## config.mk

```make
export PLATFORM = sky130hd
export DESIGN_NAME = fp16_to_int16_converter_flat
export DESIGN_NICKNAME = d
export VERILOG_FILES = /design/src/rtl/fp16_pkg.sv /design/src/rtl/fp16_to_int16_converter_if.sv /design/src/rtl/fp16_unpack.sv /design/src/rtl/fp16_to_int16_converter.sv /design/src/flat_wrapper.sv
export SDC_FILE = /design/constraint.sdc
export NUM_CORES = 1
export LEC_CHECK = 0
export ABC_AREA = 1
export BUFFER_PORTS_ARGS = -buffer_cell sky130_fd_sc_hd__buf_2
export CAP_MARGIN = 20
export CORE_MARGIN = 5
export CORE_UTILIZATION = 50
export CTS_BUF_LIST = sky130_fd_sc_hd__clkbuf_2 sky130_fd_sc_hd__clkbuf_4 sky130_fd_sc_hd__clkbuf_8
export CTS_CLUSTER_SIZE = 24
export DETAILED_ROUTE_END_ITERATION = 8
export GPL_TIMING_DRIVEN = 0
export PLACE_DENSITY = 0.73
export SLEW_MARGIN = 5
export SYNTH_ARGS = -nofsm -noshare
export SYNTH_HDL_FRONTEND = slang
export SYNTH_SLANG_ARGS = --single-unit
```

## constraint.sdc

```tcl
create_clock -name clk -period 1.8 [get_ports clk]
set_input_delay 0.45 -clock clk [delete_from_list [all_inputs] [get_ports clk]]
set_output_delay 0.45 -clock clk [all_outputs]
set_load 0.03 [all_outputs]
```

## src/rtl/fp16_pkg.sv

```systemverilog
// Shared FP16 decode constants, FSM state and operand class encodings for the
// FP16 -> int16 converter.
package fp16_pkg;

  localparam int EXP_W = 5;
  localparam int MAN_W = 10;
  localparam int BIAS  = 15;

  localparam logic [15:0] INT_MAX = 16'h7FFF;
  localparam logic [15:0] INT_MIN = 16'h8000;

  localparam logic [EXP_W-1:0] EXP_BIAS       = EXP_W'(BIAS);
  localparam logic [EXP_W-1:0] EXP_SPECIAL    = '1;
  localparam logic [EXP_W-1:0] EXP_TOP_FINITE = EXP_W'(2 * BIAS);
  // Unbiased exponent at which the significand's binary point sits at bit 0.
  localparam logic [EXP_W-1:0] K_UNITY        = EXP_W'(MAN_W);

  localparam int FLAG_INVALID  = 2;
  localparam int FLAG_OVERFLOW = 1;
  localparam int FLAG_INEXACT  = 0;

  typedef enum logic [1:0] {
    IDLE,
    SHIFT,
    NEG,
    DONE
  } state_t;

  typedef enum logic [2:0] {
    CLS_NORMAL,
    CLS_NAN,
    CLS_INF,
    CLS_SMALL,
    CLS_MIN,
    CLS_OVF
  } class_t;

  function automatic logic [15:0] overflow_value(input logic sign, input logic saturate);
    if (!saturate) return INT_MIN;
    return sign ? INT_MIN : INT_MAX;
  endfunction

endpackage

```

## src/rtl/fp16_to_int16_converter_if.sv

```systemverilog
// Issue (valid/ready) and writeback (valid/ready) ports of the converter.
interface fp16_to_int16_converter_if;
  logic        in_valid;
  logic        in_ready;
  logic [15:0] in_fp;
  logic        out_valid;
  logic        out_ready;
  logic [15:0] out_int;
  logic [2:0]  out_flags;

  modport master (
    output in_valid, in_fp, out_ready,
    input  in_ready, out_valid, out_int, out_flags
  );

  modport slave (
    input  in_valid, in_fp, out_ready,
    output in_ready, out_valid, out_int, out_flags
  );
endinterface

```

## src/rtl/fp16_unpack.sv

```systemverilog
// Combinational FP16 field decode: classifies the operand, yields the fixed
// result/flags for special classes and the alignment shift for normal ones.
module fp16_unpack
  import fp16_pkg::*;
#(
  parameter bit SATURATE = 1'b1
) (
  input  logic [15:0]    fp,
  output logic           sign,
  output logic [MAN_W:0] sig,
  output class_t         cls,
  output logic [15:0]    spec_val,
  output logic [2:0]     spec_flags,
  output logic [4:0]     shift_n,
  output logic           shift_left
);

  logic [EXP_W-1:0] exp_f;
  logic [MAN_W-1:0] man_f;
  logic [EXP_W-1:0] k;

  assign sign  = fp[15];
  assign exp_f = fp[14:10];
  assign man_f = fp[9:0];
  assign sig   = {1'b1, man_f};
  assign k     = exp_f - EXP_BIAS;

  always_comb begin
    cls        = CLS_NORMAL;
    spec_val   = '0;
    spec_flags = '0;
    if (exp_f == EXP_SPECIAL) begin
      if (man_f != '0) begin
        cls = CLS_NAN;
        spec_flags[FLAG_INVALID] = 1'b1;
      end else begin
        cls = CLS_INF;
        spec_val = overflow_value(sign, SATURATE);
        spec_flags[FLAG_OVERFLOW] = 1'b1;
      end
    end else if (exp_f < EXP_BIAS) begin
      cls = CLS_SMALL;
      spec_flags[FLAG_INEXACT] = |{exp_f, man_f};
    end else if (exp_f == EXP_TOP_FINITE) begin
      // -32768 is the only value with k=15 that is representable.
      if (sign && man_f == '0) begin
        cls = CLS_MIN;
        spec_val = INT_MIN;
      end else begin
        cls = CLS_OVF;
        spec_val = overflow_value(sign, SATURATE);
        spec_flags[FLAG_OVERFLOW] = 1'b1;
      end
    end
  end

  always_comb begin
    shift_n    = '0;
    shift_left = 1'b0;
    if (cls == CLS_NORMAL) begin
      if (k >= K_UNITY) begin
        shift_left = 1'b1;
        shift_n    = k - K_UNITY;
      end else begin
        shift_n    = K_UNITY - k;
      end
    end
  end

endmodule

```

## src/rtl/fp16_to_int16_converter.sv

```systemverilog
// FP16 -> int16 (round toward zero) functional unit; aligns the magnitude one
// bit per cycle, then applies the sign and presents the result until taken.
module fp16_to_int16_converter
  import fp16_pkg::*;
#(
  parameter bit SATURATE = 1'b1
) (
  input  logic clk,
  input  logic reset,
  fp16_to_int16_converter_if.slave bus
);

  // state | meaning
  // IDLE  | waiting for an operand, in_ready high
  // SHIFT | aligning magnitude, one bit per cycle, cnt bits remaining
  // NEG   | apply sign (or load special value) into the output registers
  // DONE  | raise out_valid, hold result until out_ready
  state_t      state;
  logic [4:0]  cnt;
  logic [15:0] mag;
  logic        sticky;
  logic        sign_r;
  logic        special_r;
  logic        left_r;
  logic [15:0] spec_val_r;
  logic [2:0]  spec_flags_r;
  logic        in_ready_r;
  logic        out_valid_r;
  logic [15:0] out_int_r;
  logic [2:0]  out_flags_r;

  logic           u_sign;
  logic [MAN_W:0] u_sig;
  class_t         u_cls;
  logic [15:0]    u_spec_val;
  logic [2:0]     u_spec_flags;
  logic [4:0]     u_n;
  logic           u_left;

  fp16_unpack #(.SATURATE(SATURATE)) u_unpack (
    .fp         (bus.in_fp),
    .sign       (u_sign),
    .sig        (u_sig),
    .cls        (u_cls),
    .spec_val   (u_spec_val),
    .spec_flags (u_spec_flags),
    .shift_n    (u_n),
    .shift_left (u_left)
  );

  assign bus.in_ready  = in_ready_r;
  assign bus.out_valid = out_valid_r;
  assign bus.out_int   = out_int_r;
  assign bus.out_flags = out_flags_r;

  always_ff @(posedge clk or posedge reset) begin
    if (reset) begin
      state        <= IDLE;
      cnt          <= '0;
      mag          <= '0;
      sticky       <= 1'b0;
      sign_r       <= 1'b0;
      special_r    <= 1'b0;
      left_r       <= 1'b0;
      spec_val_r   <= '0;
      spec_flags_r <= '0;
      in_ready_r   <= 1'b1;
      out_valid_r  <= 1'b0;
      out_int_r    <= '0;
      out_flags_r  <= '0;
    end else begin
      case (state)
        IDLE: begin
          if (bus.in_valid && in_ready_r) begin
            in_ready_r   <= 1'b0;
            sign_r       <= u_sign;
            special_r    <= (u_cls != CLS_NORMAL);
            spec_val_r   <= u_spec_val;
            spec_flags_r <= u_spec_flags;
            mag          <= {{(15 - MAN_W){1'b0}}, u_sig};
            sticky       <= 1'b0;
            left_r       <= u_left;
            cnt          <= u_n;
            state        <= (u_n == '0) ? NEG : SHIFT;
          end
        end
        SHIFT: begin
          // Left shifts never exceed 4 bits, so nothing is lost off the top.
          if (left_r) begin
            mag <= {mag[14:0], 1'b0};
          end else begin
            mag    <= {1'b0, mag[15:1]};
            sticky <= sticky | mag[0];
          end
          cnt <= cnt - 5'd1;
          if (cnt == 5'd1) state <= NEG;
        end
        NEG: begin
          if (special_r) begin
            out_int_r   <= spec_val_r;
            out_flags_r <= spec_flags_r;
          end else begin
            out_int_r   <= sign_r ? (16'd0 - mag) : mag;
            out_flags_r <= '0;
            out_flags_r[FLAG_INEXACT] <= sticky;
          end
          state <= DONE;
        end
        DONE: begin
          if (!out_valid_r) begin
            out_valid_r <= 1'b1;
          end else if (bus.out_ready) begin
            out_valid_r <= 1'b0;
            in_ready_r  <= 1'b1;
            state       <= IDLE;
          end
        end
        default: state <= IDLE;
      endcase
    end
  end

endmodule

```

## src/flat_wrapper.sv

```systemverilog
// flat-port wrapper written by rule: the top's interface ports become plain ports
module fp16_to_int16_converter_flat import fp16_pkg::*;
#(
  parameter bit SATURATE = 1'b1
)
  (clk, reset, bus_in_valid, bus_in_fp, bus_out_ready, bus_in_ready, bus_out_valid, bus_out_int, bus_out_flags);
  fp16_to_int16_converter_if bus_i ();
  input  logic clk;
  input  logic reset;
  input wire logic [$bits(bus_i.in_valid)-1:0] bus_in_valid;
  input wire logic [$bits(bus_i.in_fp)-1:0] bus_in_fp;
  input wire logic [$bits(bus_i.out_ready)-1:0] bus_out_ready;
  output wire logic [$bits(bus_i.in_ready)-1:0] bus_in_ready;
  output wire logic [$bits(bus_i.out_valid)-1:0] bus_out_valid;
  output wire logic [$bits(bus_i.out_int)-1:0] bus_out_int;
  output wire logic [$bits(bus_i.out_flags)-1:0] bus_out_flags;
  assign bus_i.in_valid = bus_in_valid;
  assign bus_i.in_fp = bus_in_fp;
  assign bus_i.out_ready = bus_out_ready;
  assign bus_in_ready = bus_i.in_ready;
  assign bus_out_valid = bus_i.out_valid;
  assign bus_out_int = bus_i.out_int;
  assign bus_out_flags = bus_i.out_flags;
  fp16_to_int16_converter #(.SATURATE(SATURATE)) u_core (.clk(clk), .reset(reset), .bus(bus_i));
endmodule
```

[After elaboration in Yosys (flattened, before gate mapping)]
Index checks and enable logic that the tools add are counted.
Word-level totals
  register bits: 67
  output and inout bits: 21
  logic and storage cells: 94
  input bits: 20
Cells by class
  magnitude comparators: 2
  equality and inequality tests: 11
  $add $sub $neg: 5
  reductions and logical operators: 16
  bitwise logic cells: 1
  multiplexer cells: 46
Operators by type and width (number)
  16-bit 2-to-1 mux: 10
  16-bit one-hot mux with 2 select lines: 1
  1-bit 2-to-1 mux: 18
  1-bit by 16-bit subtractor with 16-bit output, first input constant: 1
  5-bit 2-to-1 mux: 3
  15-bit OR reduction: 1
  2-bit 2-to-1 mux: 6
  3-bit 2-to-1 mux: 4
  5-bit equality test, second input constant: 2
  10-bit zero test: 1
  5-bit one-hot mux with 2 select lines: 1
  10-bit nonzero test: 1
  5-bit by 4-bit subtractor with 5-bit output, second input constant: 2
  2-bit one-hot mux with 4 select lines: 1
  4-bit AND reduction: 2
  2-bit by 1-bit != test with 1-bit output, second input constant: 3
  5-bit by 1-bit equality test with 1-bit output, second input constant: 1
  5-bit by 4-bit greater-or-equal comparator with 1-bit output, second input constant: 1
  5-bit zero test: 1
  5-bit by 4-bit < comparator with 1-bit output, second input constant: 1
  4-bit by 5-bit subtractor with 5-bit output, first input constant: 1
  5-bit by 1-bit subtractor with 5-bit output, second input constant: 1
  2-bit equality test, second input constant: 2
  2-bit != test, second input constant: 2
  other kinds (10): 14

[Longest topological paths before layout]
Gate-level depths: netlist of the first run.
  depth in word-level cells: 12
  depth in mapped cells: 15
  gate-level depth less buffers: 15

[By module]
From an unflattened synthesis of the first run, not the netlist that was laid out.
Unflattened totals
  cells, all modules: 598
  area total of the unflattened synthesis: 4294.1 um^2
By module, submodules not included
  fp16_to_int16_converter: times used 1, area each 3510.9 um^2, cells an instance 463, seq. area each 1677.9 um^2
  fp16_unpack: times used 1, area each 783.3 um^2, cells an instance 135, seq. area each 0.0 um^2

[Worst setup path before layout of the first run]
No wires, ideal clock.
  kind: in2reg
  start: input port bus_in_fp[10]
  end: register u_core.state[0]
  arrival time: 1785 ps
  path buffers: 0
  library setup time: 116 ps
  required time: 1684 ps
  slack: -102 ps
  cell stages on the path: 14
  cell sequence: inv_1 ha_1 inv_1 ha_1 nand2_2 nand2_4 nand2_2 nand2_1 nand2_1 nor2_2 nor2_2 nand3_2 nand2_1 nand2_1
Between the ends
  word-level cells in the longest chain between the ends: 10
  elaborated cells on any way between the ends: 17
  classes of those cells: add/sub: 3; order compare: 2; eq/ne: 2; mux: 8; reduce/logical: 2
Ends and longest elaborated chain
  from (decl): line flat_wrapper.sv:11  | input wire logic [$bits(bus_i.in_fp)-1:0] bus_in_fp;
  parallel branches: the longest is 5 deep, another holds 5-bit by 4-bit subtractor with 5-bit output
  5-bit 2-to-1 mux (*): line fp16_unpack.sv:60  | if (cls == CLS_NORMAL) begin
  5-bit zero test (*): line fp16_to_int16_converter.sv:84  | state <= (u_n == '0) ? NEG : SHIFT;
  2-bit 2-to-1 mux (*): line fp16_to_int16_converter.sv:84
  2-bit 2-to-1 mux (*): line fp16_to_int16_converter.sv:74  | if (bus.in_valid && in_ready_r) begin
  2-bit one-hot mux with 4 select lines (*): line fp16_to_int16_converter.sv:72  | case (state)
  to (signal assigned): line fp16_to_int16_converter.sv:84
  to (decl): line fp16_to_int16_converter.sv:18  | state_t state;
Every way passes the cells marked *. The select of a mux whose other input is x is not followed.
A chain may end at the register's enable or synchronous reset.

[Worst setup path in the final report of the first run]
  start: register u_core.mag[0]
  end: register u_core.out_int_r[14] (netlist: u_core.bus.out_int[14])
Between the ends
  word-level cells in the longest chain between the ends: 3
Ends and longest elaborated chain
  from (decl): line fp16_to_int16_converter.sv:20  | logic [15:0] mag;
  from (signal assigned): line fp16_to_int16_converter.sv:80  | mag <= {{(15 - MAN_W){1'b0}}, u_sig};
  from (signal assigned): line fp16_to_int16_converter.sv:90  | mag <= {mag[14:0], 1'b0};
  from (signal assigned): line fp16_to_int16_converter.sv:92  | mag <= {1'b0, mag[15:1]};
  1-bit by 16-bit subtractor with 16-bit output: line fp16_to_int16_converter.sv:103  | out_int_r <= sign_r ? (16'd0 - mag) : mag;
  16-bit 2-to-1 mux: line fp16_to_int16_converter.sv:103
  16-bit 2-to-1 mux: line fp16_to_int16_converter.sv:99  | if (special_r) begin
  to (signal assigned): line fp16_to_int16_converter.sv:100  | out_int_r <= spec_val_r;
  to (signal assigned): line fp16_to_int16_converter.sv:103
  to (decl): line fp16_to_int16_converter.sv:29  | logic [15:0] out_int_r;
Every way passes these cells.

==> run summary, run 1 <==
Max FO, Critical Path: 5
Final Util: 0.644
Total negative slack: 0 ps
Number of clock sinks: 53
RSZ-0062 raised after global routing: yes
Die Y: 91.3 µm
Dpl ws: -478 ps
Final period util: 0.982
Initial antenna violation count: 0
Seq/Total Area, Yosys: 0.401
Final Instance Count excl. Fillers: 588
Io pins: 41
Via count: 3182
# DRC: 0
Average size of a mapped cell: 7.52 µm²
Wire per inst: 14.4 µm
Die width: 91.3 µm
Critical Path AT: 2020 ps
Crit path cell chain: inv_2 > ha_4 > inv_4 > nor3_4 > nand3_2 > nor2_4 > nand4_1 > nand3_1 > nand3_2 > a21oi_2
Pwr per Cell Area: 1720 nW/µm²
Largest net degree at the start of global routing: 38
Share of layout cells above drive strength 1: 0.266
H-tree depth: 2
Antenna cells: 0
Vias per std cell: 5.41
CTS root buf: clkbuf_8
Worst vdd ir: 1.00 mV
Post-synth EDFFs: 0
Initial core utilization: 0.518
Worst Skew: 4.54 ps
Top delay family on crit path: simple AND/OR/NAND/NOR gates
Setup ws final: 31.8 ps
Cell variety after synth: 38
Core area: 6390 µm²
Slew @ Worst Pin: 526 ps
Row cnt: 29
Post-Route WL: 8480 µm
Maxcap violations: 0
Post-synthesis adder-cell area fraction: 0.0605
LEAKAGE: 0.00197 µW
Synth Flop Type: dfrtp_1
Simple-gate share of the synthesized area: 0.263
Overflow after GRT: 0
Worst hold-check path type: input pin to asynchronous set/reset pin
Flop2flop setup slack: 30 ps
Worst-path clk slew: 90 ps
Dpl cells: 558
Hpwl dp: 6100 µm
Cell mode on critical path: nand3_2
Critical path startpoint: u_core.mag[0]
Post-synthesis xor/xnor area fraction: 0.0132
WHS: 108 ps
Required time worst endpoint: 2050 ps
CTS tree: built
Critical path buffer and inverter count: 2
Num CTS Buffers: 5
Setup crit start kind: flop
Status: finished clean
Peak Freq: 566 MHz
Multiplexer share of the synthesized area: 0
Cts hold-fix bufs: 0
GRT Overall Usage: 0.203
Synth-to-layout area growth: 24.2%
FF+latch count, synth: 53
DIE AREA: 8340 µm²
Port buffer count: 40
Net count after synthesis: 476
Vias in the first global route: 3067
Synth Area in Compound Gates: 0.173
Final setup violation count: 0
Worst-Skew Late Latency: 310 ps
GP Congestion: 0.875
Yosys warns: 0
Synthesized cell area: 3310 µm²
Worst path slowest cell: dfrtp_2
Post-route antenna net violation count: 0
CP Capture Type: flop
Max clock buf depth: 2
Crit Path Category: flop to flop
Ys async rst share: 1.00
CP peak stage delay: 450 ps
Largest family of logic cells by synthesized area: simple AND/OR/NAND/NOR gates
Final Hold Vio Count: 0
First-pass GRT wire length: 14100 µm
Syn Inst Count: 440
Max Slew Vio Count: 0
Crit Reg-Reg Startpoint: u_core.mag[0]
Post-route minimum period: 1770 ps
Fin nets: 547
Initial DRC Count: 176
DR pass1 iterations: 6
Slew margin rel.: 0.649
-- cells in the mapped netlist, drive strengths merged, types with 2 or more instances --
cell type	instances	area, µm²
o22ai	9	56.3
buf	10	58.8
nor2	49	191
dfrtp	52	1300
xor2	2	17.5
xnor2	3	26.3
o211ai	2	15.0
nand2	95	379
o21ai	42	221
nor3	6	51.3
o221ai	9	78.8
ha	16	200
a31oi	2	12.5
clkbuf	6	22.5
nand4	5	37.5
a21oi	32	164
inv	55	209
nand3	40	210
-- flip-flops by register name (all words and copies together), names as in the netlist, 2 cells and up --
signal	cells
u_core.spec_val_r	2
u_core.cnt	5
u_core.state	2
u_core.spec_flags_r	3
u_core.bus.out_flags	3
u_core.bus.out_int	16
u_core.mag	16
-- timing repair --
| action | CTS | global route |
|---|---|---|
| setup endpoints to repair | 45 | 40 |
| setup buffers | 3 | 21 |
| pin swaps | 1 | 21 |
| resized for setup | 13 | 49 |
| cloned | 0 | 0 |
-- per-layer routing --
layer	vias up	part of all wire	global-route usage
li1	1605	-	-
met2	97	0.50	0.356
met3	16	0.052	0.0339
met1	1464	0.43	0.261
met4	0	0.015	0.0489
met5	-	0	0
-- placed cells by master (no fill, tap or decap), types with 3 or more instances in the layout --
cell | netlist | final
a21oi_1 | 31 | 28
a21oi_2 | 1 | 3
buf_2 | 5 | 41
buf_4 | 2 | 25
buf_6 | 1 | 4
clkbuf_1 | 6 | 3
clkbuf_2 | 0 | 3
clkbuf_8 | 0 | 6
clkinvlp_4 | 0 | 3
dfrtp_1 | 52 | 51
ha_1 | 16 | 10
ha_4 | 0 | 5
inv_1 | 52 | 39
inv_2 | 2 | 9
inv_4 | 1 | 5
nand2_1 | 90 | 87
nand2_2 | 3 | 3
nand2_4 | 2 | 5
nand3_1 | 38 | 33
nand3_2 | 2 | 7
nand4_1 | 4 | 4
nor2_1 | 46 | 45
nor2_2 | 3 | 3
nor3_1 | 3 | 3
nor3_4 | 1 | 3
o21ai_0 | 40 | 39
o221ai_1 | 9 | 9
o22ai_1 | 9 | 9
xnor2_1 | 3 | 3
-- metrics by stage --
stage / area (µm²) / power (µW)
finish: 4110 / 7060
global route: 4110 / 7680
CTS: 3820 / 6560
floorplan: 3340 / 4770
detailed placement: 3650 / 5730
global placement: 3630 / 5620
-- final timing paths --
kind                            depth (start not counted)                     end
worst max-delay path                                   10  u_core.bus.out_int[14]
worst min-delay path                                    2   u_core.bus.out_int[8]
worst max register to register                         10  u_core.bus.out_int[14]
worst min register to register                          2  u_core.bus.out_int[15]
max in group asynchronous                               3     u_core.bus.in_ready
min in group clk                                        3           u_core.sign_r
-- cell type report --
class                   count  area [µm²]
plain buffers              15        90.1
clock buffers               6        82.6
clock inverters             1        7.51
fillers                   582        2280
inverters                  56         230
multi-input cells         315        1850
flip-flops and latches     53        1330
well taps                  77        96.3
repair buffers             65         425
-- kinds of logic (layout without fill, tap and decap cells) --
| logic type | Yosys count | count (layout) |
|---|---|---|
| and+or+nand+nor | 195 | 195 |
| AOI/OAI and AO/OA | 99 | 99 |
| buffers and inverters | 72 | 143 |
| DFF | 53 | 53 |
| adders and majority gates | 16 | 16 |
| xor gates and xnor gates | 5 | 5 |
-- report_power, final --
part           total, µW  internal, µW  switching (µW)  leakage (µW)
clock network        703           305             398     0.0000433
logic               4270          1550            2720       0.00127
registers           2090          1750             341      0.000651
total               7060          3600            3460       0.00197
Note: power is estimated with default switching activity, not from simulation.
==> run 2: changes to the inputs <==
ABC_AREA = unset   (was 1)
==> run 2 against run 1 <==
The run now ends with setup timing left. Critical path type is now input pin to flop. Routed wire length fell by 3.2%. Setup slack got worse by 340 ps. Register-to-register slack got worse by 180 ps. Final area rose by 0.85%. Combinational power fell by 8.2%. Maximum frequency fell by 16%. First-iteration DRC count fell by 17%. Synthesized area rose by 1.5%. Clock power rose by 3.8%. Critical endpoint is now u_core.state[0].
==> run summary, run 2 <==
Max clock buf depth: 2
Dpl ws: -982 ps
Ys async rst share: 1.00
Antenna cells: 0
Cell variety after synth: 56
Yosys top cell by area: dfrtp_1
Switch share: 0.474
Peak Freq: 474 MHz
Top cells by count, synth: dfrtp_1 (52), o21ai_0 (45), nand2_1 (37)
Fin nets: 490
CP peak stage delay: 330 ps
Synth Flop Type: dfrtp_1
# DRC: 0
Multiplexer share of the synthesized area: 0.0540
FF+latch count, synth: 53
LEAKAGE: 0.00179 µW
Crit Path Category: input pin to flop
Combinational group share of total power: 0.582
H-tree depth: 2
Port buffer count: 39
Wire per inst: 15.4 µm
Die Y: 92.0 µm
CTS tree: built
GP Congestion: 0.829
Final period util: 1.17
Vias in the first global route: 2907
Setup crit start kind: input pin
Initial core utilization: 0.520
Critical Path AT: 2310 ps
Most frequent cells in the layout: dfrtp_1 (46), o21ai_0 (41), buf_2 (39), nand2_1 (37), nor2_1 (29)
Required time worst endpoint: 2000 ps
Clock share of power: 0.108
Worst path slowest cell: o31a_1
Number of clock sinks: 53
Setup ws final: -311 ps
Core area: 6460 µm²
CP Capture Type: flop
RSZ-0062 raised after global routing: yes
Worst-Skew Late Latency: 310 ps
Vias per std cell: 5.70
DR pass1 iterations: 5
Hpwl dp: 5790 µm
Post-route antenna net violation count: 0
Worst vdd ir: 0.687 mV
Flop pwr share: 0.310
Io pins: 41
Largest net degree at the start of global routing: 35
Via count: 3035
Dominant cells by area after synthesis: dfrtp_1 (39%), o21ai_0 (6.7%), ha_1 (6.0%)
Synth-to-layout area growth: 23.4%
Overflow after GRT: 0
Max FO, Critical Path: 4
Cell mode on critical path: ha_4
Share of layout cells above drive strength 1: 0.259
Crit path cell chain: buf_12 > ha_4 > xor2_4 > inv_2 > ha_4 > a21boi_4 > o221a_1 > a2111o_1 > o31a_1 > o21a_1
Post-route minimum period: 2110 ps
NetSw: 3190 µW
Simple-gate share of the synthesized area: 0.164
Synthesized cell area: 3360 µm²
Maxcap violations: 0
Yosys top cell area share: 0.387
Post-synthesis xor/xnor area fraction: 0.0492
Syn Inst Count: 392
Average size of a mapped cell: 8.57 µm²
Seq/Total Area, Yosys: 0.395
Row cnt: 29
Post-Route WL: 8210 µm
Initial antenna violation count: 0
Post-synthesis adder-cell area fraction: 0.0596
Num CTS Buffers: 5
Net count after synthesis: 428
Yosys warns: 0
DIE AREA: 8460 µm²
Worst Skew: 12.6 ps
Slew @ Worst Pin: 516 ps
Post-synth EDFFs: 0
Worst hold-check path type: input pin to asynchronous set/reset pin
P_int: 3550 µW
CTS root buf: clkbuf_8
Total negative slack: -1000 ps
GRT Overall Usage: 0.200
Leading cell type in the layout, fill and taps excluded: dfrtp_1
Failing checks: setup timing
Dominant cell by count in the synthesized netlist: dfrtp_1
Synth Area in Compound Gates: 0.217
Final setup violation count: 5
Largest family of logic cells by synthesized area: compound AO/OA/AOI/OAI gates
First-pass GRT wire length: 14000 µm
Cts hold-fix bufs: 0
Die width: 92.0 µm
Max Slew Vio Count: 0
Final Hold Vio Count: 0
Slew margin rel.: 0.655
Final Util: 0.642
Initial DRC Count: 146
Status: finished with violations
Worst-path clk slew: 100 ps
Pwr per Cell Area: 1630 nW/µm²
-- run 2: changes by cell type in the layout (fill, tap and decap cells not counted), moves of 7 or more --
cell      delta
buf_4        -7
clkbuf_1     +8
inv_1       -19
mux2i_1     +17
nand2_1     -50
nand2b_1     +7
nand3_1     -21
nor2_1      -16
o221ai_1     -7
o31ai_1      +7
-- run 2: layout make-up --
cell class | count | area [µm²]
Fill cell | 546 | 2310
Inverter | 27 | 106
Clock buffer | 7 | 90.1
Sequential cell | 53 | 1340
Clock inverter | 1 | 7.51
Tap cell | 77 | 96.3
Buffer | 22 | 113
Multi-Input combinational cell | 287 | 2000
Timing Repair Buffer | 58 | 393
-- run 2: final timing paths --
path / cells after the start / slack (ps) / start / endpoint
max: 10 / -310 / bus_in_fp[10] / u_core.state[0]
min: 2 / 130 / reset / u_core.mag[13]
max reg2reg: 6 / -150 / u_core.mag[0] / u_core.bus.out_int[15]
min reg2reg: 2 / 490 / u_core.spec_flags_r[2] / u_core.spec_flags_r[2]
max in group asynchronous: 3 / 1080 / reset / u_core.bus.in_ready
min in group clk: 2 / 370 / bus_in_fp[15] / u_core.spec_val_r[14]
-- run 2: power groups by stage --
stage	Sequential, µW	Combinational [µW]	Clock, µW
after floorplan	2390	2370	0
after global placement	2050	3500	0
after detailed placement	2070	3580	0
after CTS	2080	3780	730
after global routing	2160	4370	781
final	2090	3920	730
-- run 2: kinds of logic after synthesis --
family          Yosys count
compound gates          120
xor+xnor                 18
fa+ha+maj                16
buf+inv                  52
flops                    53
mux                      18
simple gates            115
-- run 2: timing repair --
item                       4_1_cts  5_1_grt
setup buffers                   13        5
resized for setup               35       21
pin swaps                       14        5
setup endpoints to repair       36       36
-- run 2: per-layer routing --
| metal | wire, µm | vias up | part of all wire | track usage |
|---|---|---|---|---|
| met5 | 0 | - | 0 | 0 |
| met4 | 110 | 0 | 0.013 | 0.0545 |
| met3 | 475 | 16 | 0.058 | 0.0434 |
| met2 | 3740 | 106 | 0.46 | 0.307 |
| met1 | 3890 | 1420 | 0.47 | 0.288 |
| li1 | - | 1493 | - | - |
-- run 2: critical path: cells and delay by family --
family / cells / cell delay [ps]
compound gates: 5 / 1210
xor+xnor: 1 / 140
fa+ha+maj: 2 / 320
buf+inv: 2 / 180
-- run 2: stage by stage --
step                      total power [µW]  hold slack [ps]  cell area (µm²)  cells
after global routing                  7310              168             4150    532
after detailed placement              5660              479             3740    509
after global placement                5550              470             3720    508
after floorplan                       4760              450             3430    392
after CTS                             6590              143             4070    528
final                                 6740              130             4150    532
==> run 3: changes to the inputs <==
CORE_UTILIZATION = 55   (was 50)
CTS_CLUSTER_DIAMETER = 80   (was unset)
PLACE_DENSITY = 0.79   (was 0.73)
==> run 3 against run 2 <==
The run still ends with setup timing left. Combinational power rose by 12%. Clock skew down 9.1 ps. Setup slack better by 12 ps. Critical path depth is the same.
==> run summary, run 3 (same netlist as run 2, synthesis figures left out) <==
Worst-path clk slew: 100 ps
WL met1: 3890 µm
DIE AREA: 7770 µm²
Max clock buf depth: 2
Die width: 88.1 µm
Cts hold-fix bufs: 0
Highest metal used: met4
Most frequent cells in the layout: dfrtp_1 (46), buf_2 (39), o21ai_0 (38), nand2_1 (37), nor2_1 (28)
First-pass GRT wire length: 14200 µm
Critical path buffer and inverter count: 2
Failing checks: setup timing
Placed Area: 3740 µm²
Core area: 5920 µm²
Initial DRC Count: 294
Final Instance Area: 4300 µm²
Row cnt: 28
Wire per inst: 17.4 µm
Worst path slowest cell: a2111o_1
Io pins: 41
Post-route minimum period: 2100 ps
Maxcap violations: 0
Leading cell type in the layout, fill and taps excluded: dfrtp_1
Antenna cells: 0
# DRC: 0
Vias in the first global route: 3002
Critical Path AT: 2310 ps
Die Y: 88.1 µm
LEAKAGE: 0.00186 µW
Overflow after GRT: 0
Vias per std cell: 5.98
Worst Skew: 3.52 ps
Port buffer count: 39
Setup crit start kind: input pin
DR pass1 iterations: 5
Worst vdd ir: 0.895 mV
H-tree depth: 2
Slew margin rel.: 0.649
Max Slew Vio Count: 0
Final period util: 1.17
Status: finished with violations
Synth-to-layout area growth: 27.9%
Number of clock sinks: 53
CTS root buf: clkbuf_8
Slew @ Worst Pin: 526 ps
GRT Overall Usage: 0.228
Post-Route WL: 9370 µm
Cell mode on critical path: ha_4
RSZ-0062 raised after global routing: yes
Number of fill cells: 425
Pwr per Cell Area: 1680 nW/µm²
CP peak stage delay: 310 ps
Share of layout cells above drive strength 1: 0.307
Met3 routed WL: 678 µm
Required time worst endpoint: 2010 ps
Final Util: 0.726
Fin nets: 497
Num CTS Buffers: 5
Post-route antenna net violation count: 0
Metal2 WL: 4600 µm
Max FO, Critical Path: 4
Final Hold Vio Count: 0
CTS tree: built
CP Capture Type: flop
Power, Total: 7210 µW
Via count: 3213
Peak Freq: 476 MHz
Top delay family on crit path: compound AO/OA/AOI/OAI gates
Crit Path Category: input pin to flop
Crit path cell chain: buf_12 > ha_4 > xor2_2 > inv_2 > ha_4 > a21boi_4 > o221a_1 > a2111o_1 > o31a_1 > o21a_1
Hpwl dp: 5860 µm
GP Congestion: 0.868
Largest net degree at the start of global routing: 31
Worst hold-check path type: input pin to asynchronous set/reset pin
Worst-Skew Late Latency: 310 ps
Initial core utilization: 0.567
Setup ws final: -299 ps
Final setup violation count: 7
WHS: 160 ps
Initial antenna violation count: 0
Dpl ws: -963 ps
-- run 3: area by class of cell --
class,count,area (µm²),share of cell area
well taps,75,93.8,0.0218
clock buffers,5,68.8,0.0160
repair buffers,67,479,0.112
inverters,27,110,0.0256
multi-input cells,287,2090,0.486
plain buffers,20,103,0.0239
clock inverters,3,17.5,0.00408
flip-flops and latches,53,1340,0.311
-- run 3: path summary, 6_finish.rpt --
| path | startpoint | endpoint | slack [ps] | cells after the start |
|---|---|---|---|---|
| hold reg to reg | u_core.spec_flags_r[1] | u_core.spec_flags_r[1] | 490 | 2 |
| setup / recovery | bus_in_fp[10] | u_core.state[0] | -300 | 10 |
| setup reg to reg | u_core.mag[0] | u_core.bus.out_int[11] | -160 | 6 |
| min in group clk | bus_in_fp[15] | u_core.spec_val_r[14] | 360 | 2 |
| hold / removal | reset | u_core.bus.out_valid | 160 | 2 |
| max in group asynchronous | reset | u_core.mag[8] | 1080 | 3 |
-- run 3: power by group --
group	total, µW	switching (µW)	internal (µW)
sequential	2130	437	1690
combinational	4400	2650	1750
clock	684	414	270
-- run 3: what timing repair did --
item / CTS / global route
setup endpoints to repair: 34 / 27
gates resized for setup: 41 / 43
pin swaps: 15 / 25
setup buffers: 20 / 8
-- run 3: per-layer routing --
layer	track usage	vias to the layer above
met4	0.0632	0
met1	0.310	1535
met2	0.379	150
li1	-	1506
met3	0.0357	22
met5	0	-
-- run 3: through the flow --
stage / setup TNS, ps / cells
CTS: -1060 / 531
finish: -1210 / 537
global route: -2020 / 537
detailed placement: -10840 / 507
floorplan: -1220 / 392
global placement: -40620 / 506
